## src/rtl/scroll_name_display.sv

```systemverilog
// Multiplexed 7-segment scan driver: walks the anodes at a prescaled rate and
// shows a DIGITS-wide window, optionally scrolling, over a MSG_LEN-character buffer.
module scroll_name_display #(
  parameter int DIGITS     = 8,
  parameter int MSG_LEN    = 16,
  parameter int PRESCALE   = 50000,
  parameter int SCROLL_DIV = 512
) (
  input  logic                       clk,
  input  logic                       reset,
  input  logic                       msg_we,
  input  logic [$clog2(MSG_LEN)-1:0] msg_addr,
  input  logic [4:0]                 msg_char,
  input  logic                       scroll_en,
  input  logic                       blank,
  input  logic [DIGITS-1:0]          dp_mask,
  output logic [DIGITS-1:0]          an,
  output logic [6:0]                 seg,
  output logic                       dp
);

  localparam int AW = $clog2(MSG_LEN);
  localparam int DW = (DIGITS > 1) ? $clog2(DIGITS) : 1;
  localparam int PW = $clog2(PRESCALE);
  localparam int SW = (SCROLL_DIV > 1) ? $clog2(SCROLL_DIV) : 1;

  localparam logic [PW-1:0] PCNT_LAST = PW'(PRESCALE - 1);
  localparam logic [SW-1:0] SCNT_LAST = SW'(SCROLL_DIV - 1);
  localparam logic [DW-1:0] D_LAST    = DW'(DIGITS - 1);

  logic [PW-1:0]     pcnt_r, pcnt_nxt_s;
  logic [DW-1:0]     d_r, d_nxt_s;
  logic [SW-1:0]     scnt_r, scnt_nxt_s;
  logic [AW-1:0]     scroll_pos_r, scroll_pos_nxt_s;
  logic [4:0]        msg_buf_r [MSG_LEN];
  logic              tick_s, step_s;
  logic [AW-1:0]     rd_addr_s;
  logic [4:0]        char_s;
  logic [DIGITS-1:0] one_hot_s;

  // Active-low gfedcba pattern for each character code; unknown codes are dark.
  function automatic logic [6:0] glyph(input logic [4:0] code);
    logic [6:0] g;
    case (code)
      5'h00: g = 7'h40;
      5'h01: g = 7'h79;
      5'h02: g = 7'h24;
      5'h03: g = 7'h30;
      5'h04: g = 7'h19;
      5'h05: g = 7'h12;
      5'h06: g = 7'h02;
      5'h07: g = 7'h78;
      5'h08: g = 7'h00;
      5'h09: g = 7'h10;
      5'h0A: g = 7'h08;
      5'h0B: g = 7'h03;
      5'h0C: g = 7'h46;
      5'h0D: g = 7'h21;
      5'h0E: g = 7'h06;
      5'h0F: g = 7'h0E;
      5'h10: g = 7'h09;
      5'h11: g = 7'h47;
      5'h12: g = 7'h2B;
      5'h13: g = 7'h23;
      5'h14: g = 7'h0C;
      5'h15: g = 7'h2F;
      5'h16: g = 7'h41;
      5'h17: g = 7'h11;
      5'h18: g = 7'h3F;
      default: g = 7'h7F;
    endcase
    return g;
  endfunction

  // Next-state logic for prescaler, digit walker and scroll position.
  always_comb begin
    tick_s = (pcnt_r == PCNT_LAST);
    step_s = tick_s && scroll_en && (scnt_r == SCNT_LAST);

    if (tick_s) begin
      pcnt_nxt_s = {PW{1'b0}};
    end else begin
      pcnt_nxt_s = pcnt_r + PW'(1'b1);
    end

    if (!tick_s) begin
      d_nxt_s = d_r;
    end else if (d_r == D_LAST) begin
      d_nxt_s = {DW{1'b0}};
    end else begin
      d_nxt_s = d_r + DW'(1'b1);
    end

    // Holding scnt at zero while disabled makes the first step a full period away.
    if (!scroll_en) begin
      scnt_nxt_s = {SW{1'b0}};
    end else if (!tick_s) begin
      scnt_nxt_s = scnt_r;
    end else if (scnt_r == SCNT_LAST) begin
      scnt_nxt_s = {SW{1'b0}};
    end else begin
      scnt_nxt_s = scnt_r + SW'(1'b1);
    end

    if (step_s) begin
      scroll_pos_nxt_s = scroll_pos_r + AW'(1'b1);
    end else begin
      scroll_pos_nxt_s = scroll_pos_r;
    end
  end

  // Window read: the address wraps by truncation at MSG_LEN.
  always_comb begin
    rd_addr_s = scroll_pos_r + AW'(d_r);
    char_s    = msg_buf_r[rd_addr_s];
    one_hot_s = {{(DIGITS-1){1'b0}}, 1'b1} << d_r;
  end

  // Counter state registers.
  always_ff @(posedge clk) begin
    if (reset) begin
      pcnt_r       <= {PW{1'b0}};
      d_r          <= {DW{1'b0}};
      scnt_r       <= {SW{1'b0}};
      scroll_pos_r <= {AW{1'b0}};
    end else begin
      pcnt_r       <= pcnt_nxt_s;
      d_r          <= d_nxt_s;
      scnt_r       <= scnt_nxt_s;
      scroll_pos_r <= scroll_pos_nxt_s;
    end
  end

  // Message buffer; reset fills it with the blank code.
  always_ff @(posedge clk) begin
    if (reset) begin
      for (int i = 0; i < MSG_LEN; i++) begin
        msg_buf_r[i] <= 5'h1F;
      end
    end else if (msg_we) begin
      msg_buf_r[msg_addr] <= msg_char;
    end
  end

  // Registered display drive; an, seg and dp always change together.
  always_ff @(posedge clk) begin
    if (reset) begin
      an  <= {DIGITS{1'b1}};
      seg <= 7'h7F;
      dp  <= 1'b1;
    end else begin
      seg <= glyph(char_s);
      if (blank) begin
        an <= {DIGITS{1'b1}};
        dp <= 1'b1;
      end else begin
        an <= ~one_hot_s;
        dp <= ~dp_mask[d_r];
      end
    end
  end

endmodule

```

## config.mk

```make
export PLATFORM = sky130hd
export DESIGN_NAME = scroll_name_display
export DESIGN_NICKNAME = d
export VERILOG_FILES = /design/src/rtl/scroll_name_display.sv
export SDC_FILE = /design/constraint.sdc
export NUM_CORES = 1
export LEC_CHECK = 0
export BUFFER_PORTS_ARGS = -buffer_cell sky130_fd_sc_hd__buf_2
export CAP_MARGIN = 20
export CORE_MARGIN = 10
export CORE_UTILIZATION = 60
export CTS_CLUSTER_SIZE = 30
export DETAILED_ROUTE_END_ITERATION = 7
export PLACE_DENSITY = 0.83
export SLEW_MARGIN = 40
export SYNTH_ARGS = -nofsm -noshare
export SYNTH_HDL_FRONTEND = slang
export SYNTH_SLANG_ARGS = --single-unit
```

## constraint.sdc

```tcl
create_clock -name clk -period 9.25 [get_ports clk]
set_input_delay 1.85 -clock clk [delete_from_list [all_inputs] [get_ports clk]]
set_output_delay 1.85 -clock clk [all_outputs]
set_load 0.01 [all_outputs]
```

Yosys cells after proc, flatten, opt, wreduce, memory -nomap -nowiden

Memory sizes are Yosys's and may differ from the RTL's. A register that Yosys moved wholly into a read port is not among the register bits.
Index checks and enable logic that the tools add are counted.
W data, S select, Z words.

Register bits after elaboration: 41
Memory bits (writable): 80
Memory bits (read-only): 224
Input bits: 22
Output and inout port bits: 16
Word-level logic and storage cells: 39
Memories kept: 2

Add/subtract/negate cells: 5
$lt $le $gt $ge: 1
Equal/unequal tests: 3
Shift-type cells: 1
Muxes and demuxes: 12
Bitwise gates (word level): 3
Reductions and logical operators: 6

Memory list:

| name            | words | width | rd ports | clocked after memory_dff | wr ports | RTL line | text |
|---|---|---|---|---|---|---|---|
| (no name shown) | 32    | 7     | 1        | 1                        | 0        | 44       | `case (code)` |
| msg_buf_r       | 16    | 5     | 1        | 0                        | 16       | 35       | `logic [4:0] msg_buf_r [MSG_LEN];` |

Operators by type and width:

| operator                | number |
|---|---|
| $add A16 B1 Y16 const B | 1 |
| $eq A16 B16 Y1 const B  | 1 |
| $add A9 B1 Y9 const B   | 1 |
| $eq A9 B9 Y1 const B    | 1 |
| $mux W9                 | 1 |
| $not A8 Y8              | 1 |
| $shl A1 B3 Y8 const A   | 1 |
| $mux W1                 | 7 |
| $reduce_or A2 Y1        | 3 |
| $mux W5                 | 1 |
| $reduce_or A5 Y1        | 1 |
| $add A4 B1 Y4 const B   | 1 |
| $add A4 B3 Y4           | 1 |
| $lt A3 B4 Y1 const B    | 1 |
| $mux W4                 | 1 |
| $add A3 B1 Y3 const B   | 1 |
| $bmux W1 S3             | 1 |
| $eq A3 B3 Y1 const B    | 1 |
| $mux W3                 | 1 |
| $logic_and A1 B1 Y1     | 2 |
| $not A1 Y1              | 2 |

Logic depth before layout (Yosys ltp)

Gate-level depths: netlist of run 1.

Word-level depth: 5
Mapped depth: 11
Mapped depth without buffers: 11

Worst setup path before layout of run 1

Ideal clock, no wire load.

Path type: register to register
Start: reg d_r[0]
End: reg seg[5]
Setup time: 0.074 ns
Data arrival time: 3.249 ns
Data required time: 9.176 ns
Slack: 5.927 ns
Stages on the path, launching flop included: 12
Buffers on the path: 2
Clock period less this slack: 3.323 ns
Cell sequence: dfxtp_1 ha_1 fa_1 clkbuf_1 mux4_2 mux4_2 inv_1 ha_1 buf_1 mux2i_1 o221a_1 a31oi_1

Longest elaborated chain between the ends: 2

RTL lines:

| item                     | RTL line | text |
|---|---|---|
| start: declaration       | 32       | `logic [DW-1:0] d_r, d_nxt_s;` |
| start signal: assignment | 123      | `d_r <= {DW{1'b0}};` |
| start signal: assignment | 128      | `d_r <= d_nxt_s;` |
| $add A4 B3 Y4            | 114      | `rd_addr_s = scroll_pos_r + AW'(d_r);` |
| $mem_v2 Z16 W5           | -        |  |
| end: declaration         | 18       | `output logic [6:0] seg,` |

No other way between the ends.
A chain may end at the register's enable or synchronous reset.

Final worst setup path of run 1

Ends and elaborated chain as after synthesis.

==> flow_summary.toml, run 1 <==
[final_layout]
antenna_cells = 0
drive_gt1_share_pct = 27.22
final_cells = 687
nNetsFinal = 580
syn2layout_area_growth_pct = 13.67

[place]
dp_hpwl_mm = 8.516
io_buffers = 37
dp_cells = 655
pre_cts_ws_ns = 5.345
gp_congestion = 0.8467

[yosys]
synth-async-reset-ratio_pct = 0
synth-seq-cells = 128
netlist_instances = 505
synth_area_mm2 = 0.006195
netlist.area_leader.share_pct = 38.78
synth_ff_type = "edfxtp_1"
synth_area_leaders = "edfxtp_1, dfxtp_1, mux4_2"
synth.avg_cell_area_um2 = 12.27
synth_nets = 547
synth_edf_count = 80
synth_area_leader_cell = "edfxtp_1"
synthDistinctLibCells = 49
netlist_top_cells_count = "edfxtp_1, or2_2, dfxtp_1"
yosysMostFrequentCell = "edfxtp_1"
ys_warn_count = 0
ys_seq_area_share_pct = 54.29

[routing]
drt_pass1_iterations = 5
drtAntennaViolNets = 0
vias_per_cell = 5.799
drt_iter0_drc = 358
wire_per_inst_um = 18.36
drc = 0
vias = 3984
wirelength_mm = 12.62

[grt]
antenna_found_initial = 2
grt-ovfl-total = 0
grt_max_degree = 37
grt_pass1_vias = 4020
grt_pass1_wl_mm = 20.56
grt.total_usage_pct = 17.91

[pwr]
power_density_mw_per_mm2 = 193.9
p_leak_uw = 0.002489
ir_worst_vdd_v = 0.0001254

[timing]
hold_viol_final = 0
rsz0062_at_grt = "false"
holdWs_ns = 0.4499
skew_ns = 0.005203
tns_ns = 0
setup_viol = 0
fin_crit_ns = 3.626
worst_slack_ns = 5.624
max_freq_mhz = 275.8
slew_headroom_pct = 53.00
worstMarginPinSlew_ns = 0.7050
period_share_pct = 39.20
slew_viol_final = 0

[setup_path]
required_ns = 9.70
arrival_ns = 4.07
crit_fanout = 20
cpMostUsedCell = "mux4_2"
worst_setup_path_end_kind = "flop"
cpMaxStageDelayCell = "fa_2"
worstSetupPathType = "reg2reg"
cp_cell_sequence = "ha_2, fa_2, mux4_2, mux4_2, inv_1, ha_1, mux2i_1, o221a_1, a31oi_1"
max_stage_delay_ns = 0.86
start_kind = "flop"

[clock_tree]
cts_resized = 0
cts_tree = "built"
numCtsBuffers = 17
clk_root_buffer_cell = "clkbuf_8"
cts_htree_levels = 4
cts_num_sinks = 128
cts_hold_buf = 0
clk_latency_ns = 0.52
cts_setup_buffers = 0
ctsLongestPathBuffers = 2
path_clk_slew_ns = 0.06

[hold_path]
hp-class = "reg2reg"

[floorplan]
die-width_um = 121.6
core_region_area_mm2 = 0.01018
die_height_um = 121.6
rows = 37
initial_core_util_pct = 60.82
die-area_mm2 = 0.01479
ios = 38

[status]
outcome = "completed"

[run]
maxCapViolations = 0
routing by layer:
layer | vias to the layer above | track usage [%] | part of all wire [%]
li1 | 1879 | - | -
met1 | 1949 | 21.60 | 42
met2 | 129 | 29.30 | 49
met3 | 23 | 5.874 | 7.1
met4 | 4 | 7.004 | 1.9
met5 | - | 0 | 0.27
layout make-up:
cell class | count | area [µm²]
Sequential cell | 128 | 3363
Clock buffer | 17 | 414.1
Clock inverter | 15 | 168.9
Timing Repair Buffer | 37 | 185.2
Tap cell | 136 | 170.2
Inverter | 7 | 26.28
Fill cell | 685 | 3143
Multi-Input combinational cell | 347 | 2714
registers in the layout (all words and copies together) (netlist names):
name,count
msg_buf_r,80
pcnt_r,16
scnt_r,9
an,8
seg,7
scroll_pos_r,4
d_r,3
dp,1
critical path: cells and delay by family, from the launching register on:
kind / cells / cell delay [ns]
AOI/OAI and AO/OA: 2 / 0.39
DFF: 1 / 0.41
buffers and inverters: 1 / 0.14
adders and majority gates: 3 / 1.47
muxes: 3 / 1.13
power by group:
| group | internal [µW] | switching, µW | total [µW] |
|---|---|---|---|
| Clock | 408 | 244 | 652 |
| Combinational | 30.3 | 43.8 | 74.1 |
| Sequential | 631 | 9.01 | 640 |
| Total | 1070 | 297 | 1370 |
final timing paths:
kind	from	end	slack, ns	depth (start not counted)
worst max register to register	d_r[0]$_SDFFE_PP0N_	seg[5]$_SDFF_PP1_	5.62	9
worst min register to register	pcnt_r[0]$_SDFF_PP0_	pcnt_r[0]$_SDFF_PP0_	0.45	1
worst max-delay path	d_r[0]$_SDFFE_PP0N_	seg[5]$_SDFF_PP1_	5.62	9
worst min-delay path	pcnt_r[0]$_SDFF_PP0_	pcnt_r[0]$_SDFF_PP0_	0.45	1
placed cells by master (no fill, tap or decap), types with 4 or more instances in the layout:
master / netlist / final
xnor2_1: 10 / 10
nand3_1: 13 / 13
nor3b_1: 5 / 5
nand2b_1: 36 / 36
mux4_2: 17 / 17
nand4_1: 6 / 6
nor3_1: 7 / 7
mux4_1: 8 / 8
mux2i_1: 10 / 9
or3_1: 9 / 9
inv_1: 7 / 7
or2_2: 55 / 55
nor2b_1: 7 / 7
ha_1: 19 / 18
nor2_1: 40 / 40
and3_1: 8 / 8
buf_2: 3 / 37
xor2_1: 13 / 13
o21ai_0: 6 / 6
dfxtp_1: 48 / 48
clkbuf_16: 0 / 16
mux2_2: 4 / 4
edfxtp_1: 80 / 80
nand2_1: 41 / 41
a21oi_1: 6 / 6
metrics by stage:
step / instance area, µm² / total power (µW) / util, %
floorplan: 6195 / 696.8 / -
global placement: 6441 / 721.1 / 63.24
detailed placement: 6452 / 724.7 / 63.35
CTS: 7036 / 1371 / 69.08
global route: 7042 / 1406 / 69.14
finish: 7042 / 1366 / 69.14
kinds of logic after synthesis:
logic type,after synthesis,share of synthesized area [%]
DFF,128,54.29
xor gates and xnor gates,25,3.777
AOI/OAI and AO/OA,29,3.232
adders and majority gates,20,4.161
muxes,41,12.38
buffers and inverters,30,2.181
and+or+nand+nor,232,19.98
Note: power is estimated with default switching activity, not from simulation.
==> inputs of run 2 (changes only) <==
--- a/config.mk
+++ b/config.mk
@@ -5,6 +5,7 @@
 export SDC_FILE = /design/constraint.sdc
 export NUM_CORES = 1
 export LEC_CHECK = 0
+export ABC_AREA = 1
 export BUFFER_PORTS_ARGS = -buffer_cell sky130_fd_sc_hd__buf_2
 export CAP_MARGIN = 20
 export CORE_MARGIN = 10
==> constraint.sdc (replaced) <==
create_clock -name clk -period 3.7 [get_ports clk]
set_input_delay 0.74 -clock clk [delete_from_list [all_inputs] [get_ports clk]]
set_output_delay 0.74 -clock clk [all_outputs]
set_load 0.01 [all_outputs]
==> run 2 against run 1 <==
  * First-iteration DRC count rose by 120%
  * Largest power group unchanged
  * Largest cell class unchanged
  * Clock-buffer cell count did not move
  * Clock skew rose by 0.0023 ns
  * Critical path type unchanged
  * Area after synthesis rose by 6.1%
  * Power rose to 2.5 times the previous value
  * Core utilization fell by 0.96 points
  * Register-to-register slack got worse by 5.0 ns
  * Global-route usage rose by 1.4 points
  * Sequential share of layout area fell by 2.1 points
  * Critical path depth rose by 5
==> flow_summary.toml, run 2 <==
[clock_tree]
cts_setup_buffers = 0
cts_num_sinks = 128
clk_root_buffer_cell = "clkbuf_8"
ctsLongestPathBuffers = 2
cts_htree_levels = 4
cts_resized = 0
clk_latency_ns = 0.54
cts_hold_buf = 0
cts_tree = "built"
path_clk_slew_ns = 0.06
numCtsBuffers = 17

[yosys]
synth_nets = 846
ys_warn_count = 0
yosysMostFrequentCell = "nand2_1"
synth_edf_count = 80
netlist_instances = 804
ys_seq_area_share_pct = 51.19
synthDistinctLibCells = 39
synth-seq-cells = 128
netlist.area_leader.share_pct = 36.56
synth_area_leaders = "edfxtp_1, nand2_1, dfxtp_1"
netlist_top_cells_count = "nand2_1, inv_1, edfxtp_1"
synth_area_leader_cell = "edfxtp_1"
synth.avg_cell_area_um2 = 8.172
synth-async-reset-ratio_pct = 0
synth_ff_type = "edfxtp_1"
synth_area_mm2 = 0.006570

[place]
gp_congestion = 0.9238
io_buffers = 37
dp_hpwl_mm = 10.20
dp_cells = 960
placed_cell_area_mm2 = 0.006770

[final_layout]
drive_gt1_share_pct = 11.74
fin_util_pct = 68.18
nFillCells = 813
antenna_cells = 0
nNetsFinal = 881
syn2layout_area_growth_pct = 12.00
fin_area_mm2 = 0.007358
top_regs = "msg_buf_r x80, pcnt_r x16, scnt_r x9"
largest_reg_flops = 80
final_cells = 992
layout_common_cells = "nand2_1, inv_1, edfxtp_1, nand3_1, nor2_1"
regMostFlops = "msg_buf_r"
final_common_cell = "nand2_1"

[timing]
worstMarginPinSlew_ns = 0.7821
slew_viol_final = 0
skew_ns = 0.007527
period_share_pct = 84.36
fin_crit_ns = 3.121
hold_viol_final = 0
tns_ns = 0
setup_viol = 0
slew_headroom_pct = 47.31
rsz0062_at_grt = "false"
max_freq_mhz = 320.4

[grt]
grt_pass1_wl_mm = 24.94
grt_max_degree = 42
grt-ovfl-total = 0
grt.total_usage_pct = 19.33
antenna_found_initial = 0
grt_pass1_vias = 5296

[routing]
vias = 5590
wire_per_inst_um = 15.21
drt_iter0_drc = 797
drtAntennaViolNets = 0
wirelength_mm = 15.09
drt_pass1_iterations = 6
vias_per_cell = 5.635
drc = 0

[setup_path]
required_ns = 4.13
regToRegSetupSlack_ns = 0.58
arrival_ns = 3.55
start_kind = "flop"
worstSetupPathType = "reg2reg"
crit_fanout = 19
worst_setup_path_end_kind = "flop"

[pwr]
p_leak_uw = 0.003037
netSwitchingFraction_pct = 21.79
comb_power_share_pct = 5.9
p_switching_uw = 755.1
clkPwrFrac_pct = 48.0
power_density_mw_per_mm2 = 471.0
ir_worst_vdd_v = 0.0004714
pwr-share-seq_pct = 46.1
cell_internal_pwr_uw = 2710

[floorplan]
die-width_um = 124.6
die-area_mm2 = 0.01554
die_height_um = 124.6
initial_core_util_pct = 60.87
core_region_area_mm2 = 0.01079
ios = 38
rows = 38

[hold_path]
hp-class = "reg2reg"

[status]
outcome = "completed"

[run]
maxCapViolations = 0
-- run 2: cell types whose count changed in the layout (fill, tap and decap cells not counted), sizes merged, moves of 30 or more --
cell / change
nor2: +30
or2: -55
nand2: +244
nand3: +65
inv: +88
nand2b: -36
-- run 2: per-layer routing --
layer	global-route usage (%)	vias to the layer above	share of wire [%]
met1	24.06	2590	40
met3	5.234	40	9.5
met2	31.08	291	48
met5	0	-	0
li1	-	2669	-
met4	7.814	0	2.3
-- run 2: final timing paths --
path,from,end,depth (start not counted)
worst max-delay path,d_r[0]$_SDFFE_PP0N_,seg[4]$_SDFF_PP1_,14
worst min-delay path,pcnt_r[0]$_SDFF_PP0_,pcnt_r[0]$_SDFF_PP0_,1
worst max register to register,d_r[0]$_SDFFE_PP0N_,seg[4]$_SDFF_PP1_,14
worst min register to register,pcnt_r[0]$_SDFF_PP0_,pcnt_r[0]$_SDFF_PP0_,1
-- run 2: power by group through the flow --
stage / Combinational, µW / Clock (µW) / Sequential [µW]
2_1_floorplan: 135 / 0 / 1620
3_3_place_gp: 195 / 0 / 1620
3_5_place_dp: 200 / 0 / 1630
4_1_cts: 202 / 1670 / 1600
5_1_grt: 228 / 1740 / 1600
6_report: 204 / 1660 / 1600
-- run 2: final cells by class --
| cell class | instances | area [µm²] | share of cell area, % |
|---|---|---|---|
| repair buffers | 41 | 215.2 | 2.925 |
| flip-flops and latches | 128 | 3363 | 45.71 |
| well taps | 140 | 175.2 | 2.381 |
| inverters | 96 | 367.9 | 4.999 |
| clock inverters | 15 | 173.9 | 2.364 |
| multi-input cells | 555 | 2649 | 36.00 |
| clock buffers | 17 | 414.1 | 5.628 |
-- run 2: logic make-up (layout without fill, tap and decap cells) --
group	count (synthesis)	count (layout)	share of synthesized area, %
xor gates and xnor gates	6	6	0.7998
AOI/OAI and AO/OA	65	65	5.351
DFF	128	128	51.19
buffers and inverters	121	169	8.494
and+or+nand+nor	464	464	30.24
adders and majority gates	20	20	3.923
-- run 2: critical path: stages (launching register included) --
cell and delay, ns:
dfxtp_1 0.45, ha_1 0.23, fa_1 0.55, inv_2 0.33, nand3_1 0.14, nand2_1 0.09, nand2_1 0.05, nand3_1 0.07
and2_1 0.27, inv_1 0.13, ha_1 0.25, nand3_1 0.15, nand2_1 0.10, a21oi_1 0.14, nand2_1 0.07
-- run 2: per-stage QoR --
step,worst slack [ns],hold slack (ns),power [µW]
global placement,0.7959,0.4286,1818
CTS,0.6327,0.4560,3472
detailed placement,0.6673,0.4423,1825
global route,0.3156,0.4737,3567
finish,0.5787,0.4466,3465
floorplan,1.105,0.4175,1758
